## config.mk

```make
export PLATFORM = sky130hd
export DESIGN_NAME = uart_tx_phy
export DESIGN_NICKNAME = d
export VERILOG_FILES = /design/src/rtl/uart_tx_phy.sv
export SDC_FILE = /design/constraint.sdc
export NUM_CORES = 1
export LEC_CHECK = 0
export CAP_MARGIN = 10
export CORE_MARGIN = 2
export CORE_UTILIZATION = 55
export DETAILED_ROUTE_END_ITERATION = 8
export DONT_BUFFER_PORTS = 1
export GPL_TIMING_DRIVEN = 0
export HOLD_SLACK_MARGIN = 0.15
export PLACE_DENSITY = 0.75
export SETUP_SLACK_MARGIN = 0.02
export SKIP_LAST_GASP = 1
export SYNTH_ARGS = -nofsm -noshare
export SYNTH_HDL_FRONTEND = slang
export SYNTH_SLANG_ARGS = --single-unit
```

## constraint.sdc

```tcl
create_clock -name clock -period 6.9 [get_ports clock]
set_input_delay 1.38 -clock clock [delete_from_list [all_inputs] [get_ports clock]]
set_output_delay 1.38 -clock clock [all_outputs]
set_load 0.01 [all_outputs]
```

## src/rtl/uart_tx_phy.sv

```systemverilog
// UART transmit path: byte FIFO fed by the bus FSM, serialized onto txd as
// 8N1/8N2 frames (LSB first) at a bit time of div+1 clocks.
module uart_tx_phy #(
  parameter int DEPTH     = 8,
  parameter int DIV_WIDTH = 16,
  localparam int AW       = $clog2(DEPTH),
  localparam int CW       = AW + 1
) (
  input  logic                 clock,
  input  logic                 reset,
  input  logic                 tx_en,
  input  logic                 nstop,
  input  logic [DIV_WIDTH-1:0] div,
  input  logic [CW-1:0]        txcnt,
  input  logic                 tx_fifo_wr_en,
  input  logic [7:0]           tx_fifo_wr_data,
  output logic                 txd,
  output logic                 fifo_full,
  output logic                 fifo_empty,
  output logic [CW-1:0]        fifo_count,
  output logic                 txwm,
  output logic                 tx_busy,
  output logic [1:0]           dbg_state
);

  typedef enum logic [1:0] {
    S_IDLE  = 2'd0,
    S_START = 2'd1,
    S_DATA  = 2'd2,
    S_STOP  = 2'd3
  } state_t;

  state_t               state;
  logic [7:0]           mem [DEPTH];
  logic [AW-1:0]        wr_ptr;
  logic [AW-1:0]        rd_ptr;
  logic [7:0]           shift;
  logic [DIV_WIDTH-1:0] div_q;
  logic [DIV_WIDTH-1:0] div_cnt;
  logic [2:0]           bit_idx;
  logic [1:0]           stop_left;
  logic                 pop;
  logic                 push;
  logic                 bit_done;
  logic [CW-1:0]        count_nxt;

  // Push strobe has no back-pressure: a write is taken when there is room,
  // or when the serializer frees a slot on the same edge; otherwise dropped.
  assign pop      = (state == S_IDLE) && tx_en && !fifo_empty;
  assign push     = tx_fifo_wr_en && (!fifo_full || pop);
  assign bit_done = (div_cnt == div_q);

  always_comb begin
    count_nxt = fifo_count;
    if (push && !pop)      count_nxt = fifo_count + CW'(1);
    else if (pop && !push) count_nxt = fifo_count - CW'(1);
  end

  // Storage carries no reset; only pointers and count define validity.
  always_ff @(posedge clock) begin
    if (push) mem[wr_ptr] <= tx_fifo_wr_data;
  end

  always_ff @(posedge clock or posedge reset) begin
    if (reset) begin
      wr_ptr     <= '0;
      rd_ptr     <= '0;
      fifo_count <= '0;
      fifo_full  <= 1'b0;
      fifo_empty <= 1'b1;
    end else begin
      if (push) wr_ptr <= wr_ptr + AW'(1);
      if (pop)  rd_ptr <= rd_ptr + AW'(1);
      fifo_count <= count_nxt;
      fifo_full  <= (count_nxt == CW'(DEPTH));
      fifo_empty <= (count_nxt == '0);
    end
  end

  always_ff @(posedge clock or posedge reset) begin
    if (reset) begin
      state     <= S_IDLE;
      txd       <= 1'b1;
      shift     <= '0;
      div_q     <= '0;
      div_cnt   <= '0;
      bit_idx   <= '0;
      stop_left <= '0;
    end else begin
      case (state)
        S_IDLE: begin
          txd <= 1'b1;
          if (pop) begin
            shift   <= mem[rd_ptr];
            div_q   <= div;
            div_cnt <= '0;
            txd     <= 1'b0;
            state   <= S_START;
          end
        end
        S_START: begin
          if (bit_done) begin
            div_cnt <= '0;
            bit_idx <= '0;
            txd     <= shift[0];
            state   <= S_DATA;
          end else begin
            div_cnt <= div_cnt + DIV_WIDTH'(1);
          end
        end
        S_DATA: begin
          if (bit_done) begin
            div_cnt <= '0;
            if (bit_idx == 3'd7) begin
              txd       <= 1'b1;
              stop_left <= nstop ? 2'd2 : 2'd1;
              state     <= S_STOP;
            end else begin
              bit_idx <= bit_idx + 3'd1;
              shift   <= {1'b0, shift[7:1]};
              txd     <= shift[1];
            end
          end else begin
            div_cnt <= div_cnt + DIV_WIDTH'(1);
          end
        end
        S_STOP: begin
          if (bit_done) begin
            div_cnt <= '0;
            if (stop_left == 2'd1) state <= S_IDLE;
            else                   stop_left <= stop_left - 2'd1;
          end else begin
            div_cnt <= div_cnt + DIV_WIDTH'(1);
          end
        end
        default: state <= S_IDLE;
      endcase
    end
  end

  assign txwm      = (fifo_count < txcnt);
  assign tx_busy   = (state != S_IDLE);
  assign dbg_state = state;

endmodule

```

### Word-level counts from Yosys, hierarchy flattened

Memories as Yosys holds them, arrays and structs flattened.
Index checks and enable logic that the tools add are counted.

| storage, ports and cells | value |
|---|---|
| word-level logic and storage cells | 93 |
| register bits | 60 |
| bits in writable memories | 64 |
| output and inout bits | 11 |
| memories | 1 |
| input bits | 33 |
| bits in read-only memories | 0 |
| bits in latches | 0 |

Memory list:

| memory | depth | width | read ports | clocked after memory_dff | write ports | RTL line | text |
|---|---|---|---|---|---|---|---|
| mem | 8 | 8 | 1 | 0 | 1 | 34 | `logic [7:0] mem [DEPTH];` |

| cells by class | value |
|---|---|
| bitwise operators | 0 |
| multiplexer cells | 33 |
| reduce and logical (&&, ||, !) cells | 24 |
| multipliers | 0 |
| divide/modulo/power cells | 0 |
| shift-type cells | 0 |
| $add $sub $neg | 7 |
| eq/ne operators | 15 |
| magnitude comparators | 1 |

Operator list:

| cell | count |
|---|---|
| 2-to-1 mux 16 bit | 2 |
| case mux 16 bit (2 select lines) | 1 |
| 2-to-1 mux 8 bit | 3 |
| 2-to-1 mux 2 bit | 11 |
| adder 16 x 1 -> 16 bit (second input constant) | 1 |
| equality test 16 bit | 1 |
| inequality test 2 bit (second input constant) | 8 |
| case mux 8 bit (2 select lines) | 1 |
| adder 3 x 1 -> 3 bit (second input constant) | 3 |
| 2-to-1 mux 3 bit | 3 |
| 2-to-1 mux 4 bit | 2 |
| case mux 2 bit (4 select lines) | 1 |
| AND reduction 4 bit | 2 |
| nonzero test 2 bit | 4 |
| 2-to-1 mux 1 bit | 6 |
| case mux 3 bit (2 select lines) | 1 |
| AND reduction 6 bit | 1 |
| logical AND 1 bit | 5 |
| AND reduction 5 bit | 1 |
| adder 4 x 1 -> 4 bit (second input constant) | 1 |
| equality test 2 x 1 -> 1 bit (second input constant) | 2 |
| equality test 2 bit (second input constant) | 2 |
| equality test 4 bit (second input constant) | 1 |
| logical NOT 1 bit | 4 |
| other kinds (13) | 13 |

### Depth between registers and ports, before layout

| logic depth | value |
|---|---|
| word-level depth | 10 |
| gate-level depth with buffers | 8 |
| gate-level depth less buffers | 7 |

### Worst setup path after synthesis

Ideal clock, no wire load.

| timing path | value |
|---|---|
| path type | input to output |
| start | input txcnt[1] |
| end | output txwm |
| path buffers | 0 |
| arrival time | 2205 ps |
| cell stages on the path | 6 |
| data required time | 5520 ps |
| path slack | 3315 ps |
| cells stage by stage | inv_1 > ha_1 > a21boi_0 > o21ai_0 > nand2b_1 > a21oi_1 |

| on the way | value |
|---|---|
| cells in the longest elaborated chain, start to end | 1 |

Ends and longest elaborated chain:

| what | RTL line | text |
|---|---|---|
| from (decl) | 14 | `input logic [CW-1:0] txcnt,` |
| < comparator 4 bit | 141 | `assign txwm = (fifo_count < txcnt);` |
| to (decl) | 21 | `output logic txwm,` |

No other way between the ends.

### Worst setup path in the final report

Same ends and word-level chain as after synthesis.

==> impl_metrics.json <==
{
  "cts_buffers": 17,
  "grt_pass1_wl_microns": 18890,
  "start_kind": "input port",
  "via_per_inst": 5.911,
  "grt_pass1_vias": 3783,
  "post_cts_resized": 0,
  "synth.avg_cell_area_sq_um": 12.57,
  "post-synth-top-area-cell": "edfxtp_1",
  "final_cell_mix": "nand2_1, edfxtp_1, dfrtp_1",
  "post-route-drc-count": 0,
  "leakagePower_nw": 2.592,
  "synth_top_family_by_area": "simple AND/OR/NAND/NOR gates",
  "setup_viol": 0,
  "start_util": 0.5601,
  "synth_cells": 456,
  "relSlewSlack": 0.4535,
  "power-per-cell-area_mw_per_mm2": 302.0,
  "path_class": "in2out",
  "grt.busiest_layer": "met2",
  "period_minus_slack_ps": 3658,
  "synth_xor_area_frac": 0.04127,
  "routed-via-count": 3724,
  "synth_compound_area_frac": 0.07533,
  "finalHoldViolations": 0,
  "vdd_ir_drop_max_mv": 0.3049,
  "grt_usage": 0.2245,
  "synth_top_flop_cell": "edfxtp_1",
  "cp.arrival_ps": 2280,
  "insertion_delay_ps": 540,
  "drtIter0Drc": 196,
  "n_fill_cell": 758,
  "endpoint_kind": "output pin",
  "synth_nets": 505,
  "cap_violations": 0,
  "boundaryPins": 44,
  "synth-simple-area-share": 0.1474,
  "cp_max_fo": 1,
  "use_met2": 0.3710,
  "antenna_found_initial": 0,
  "synthMuxAreaShare": 0.07555,
  "rsz0062_at_grt": "no",
  "synthArstFlopShare": 0.4839,
  "intPower_mw": 1.439,
  "finalPower_mw": 1.970,
  "portBuffers": 0,
  "postRouteAntennaNets": 0,
  "gr-usage-met3": 0.06806,
  "post-place-ws_ps": 3242,
  "yosysTopAreaCellShare": 0.3354,
  "worst_pin_slew_ps": 816.8,
  "grt_max_degree": 34,
  "netlist_area_sq_mm": 0.005730,
  "synth_cell_type_count": 58,
  "hold_slack_ps": 501.8,
  "cts.sink_count": 124,
  "die_w_microns": 106.1,
  "fmax_mhz": 273.4,
  "p_comb_frac": 0.098,
  "cts.clk_slew.worst_paths_ps": 60,
  "cp.required_ps": 5520,
  "fin_skew_ps": 17.66,
  "cts_buffer_depth": 2,
  "synthTopCellsByArea": "edfxtp_1, dfrtp_1, mux4_2",
  "timing.final.ws_setup_ps": 3242,
  "drive_above_1_share": 0.1619,
  "status": "completed",
  "die-area_sq_mm": 0.01125,
  "switching_power_mw": 0.5311,
  "coreArea_sq_mm": 0.01023,
  "switching_share": 0.2696,
  "ys_seq_area_frac": 0.5978,
  "globalplace.congestion": 0.8447,
  "power_frac_seq": 0.474,
  "diodes": 0,
  "utilization": 0.6375,
  "nets": 530,
  "postCtsHoldBufs": 0,
  "final_common_cell": "nand2_1",
  "synth_edf_count": 64,
  "die_h_microns": 106.1,
  "cts_setup_buffers": 0,
  "first_pass_iters": 4,
  "worstHoldPathType": "reg2reg",
  "ctsHtreeMaxLevel": 4,
  "globalRoute.totalOverflow": 0,
  "hpwl_microns": 7913,
  "post-route-period-util": 0.5301,
  "wire_per_inst_microns": 18.38,
  "dpl.cell_count": 596,
  "fp-row-count": 37,
  "stdcell_count": 630,
  "syn_to_final_growth_pct": 13.82,
  "yosys_warnings": 0,
  "p_clk_frac": 0.428,
  "wl_microns": 11580,
  "met1_usage": 0.2822,
  "finalSetupTns_ps": 0,
  "cts-root-buf": "clkbuf_8",
  "cts_tree": "yes",
  "dpl_cell_area_sq_mm": 0.005944,
  "postLayoutCellArea_sq_mm": 0.006523,
  "synthAdderAreaFrac": 0.03493,
  "synth.ff_latch_count": 124,
  "maxSlewViolCount": 0
}
-- routing by layer --
layer	part of all wire	routed length (microns)
met5	0	0
met4	0.011	133
met3	0.047	540
met2	0.51	5906
met1	0.43	4996
-- path summary, 6_finish.rpt --
kind,endpoint,slack [ps],startpoint,cells after the start
setup / recovery,txwm,3240,txcnt[1],6
max in group asynchronous,txd,5420,reset,2
hold reg to reg,div_q[15],500,div_q[15],2
min in group asynchronous,fifo_count[1],800,reset,1
setup reg to reg,mem[3][1],4280,dbg_state[0],7
hold / removal,div_q[15],500,div_q[15],2
-- area by class of cell --
class                   count  area (sq um)  area share
repair buffers              6         50.05    0.007673
clock inverters            15         151.4     0.02321
well taps                 136         170.2     0.02609
flip-flops and latches    124          3426      0.5252
plain buffers              17         98.84     0.01515
clock buffers              17         414.1     0.06350
inverters                  16         60.06    0.009208
multi-input cells         299          2152      0.3299
-- sequential cells by signal (all words and copies together), names as in the netlist --
register,count
mem,64
div_cnt,16
div_q,16
shift,8
fifo_count,4
bit_idx,3
rd_ptr,3
wr_ptr,3
dbg_state,2
stop_left,2
fifo_empty,1
fifo_full,1
txd,1
-- power groups by stage --
| stage | Sequential [mW] | Combinational, mW | Clock, mW |
|---|---|---|---|
| after detailed placement | 0.947 | 0.189 | 0 |
| after global routing | 0.942 | 0.221 | 0.890 |
| after CTS | 0.934 | 0.192 | 0.855 |
| after global placement | 0.939 | 0.174 | 0 |
| after floorplan | 0.928 | 0.141 | 0 |
| final | 0.933 | 0.193 | 0.844 |
-- cell families after synthesis --
family | Yosys count
adder cells (fa/ha/maj) | 16
AND/OR/NAND/NOR | 171
buffers and inverters | 33
multiplexers | 23
XOR/XNOR | 27
AO/OA/AOI/OAI | 62
flip-flops | 124
-- Yosys cell counts, drive strengths merged (10+ instances only) --
master / count
nand2: 89
xnor2: 10
inv: 16
edfxtp: 64
ha: 16
o21ai: 16
nor2: 15
buf: 11
dfrtp: 58
xor2: 17
nand3: 16
mux4: 16
nor3: 10
-- worst max-delay path, cell delays in order --
cell and delay, ps:
inv_1 20, ha_1 270, a21boi_0 110, o21ai_0 170
nand2b_1 80, a21oi_1 250
(Power assumes the default switching activity.)
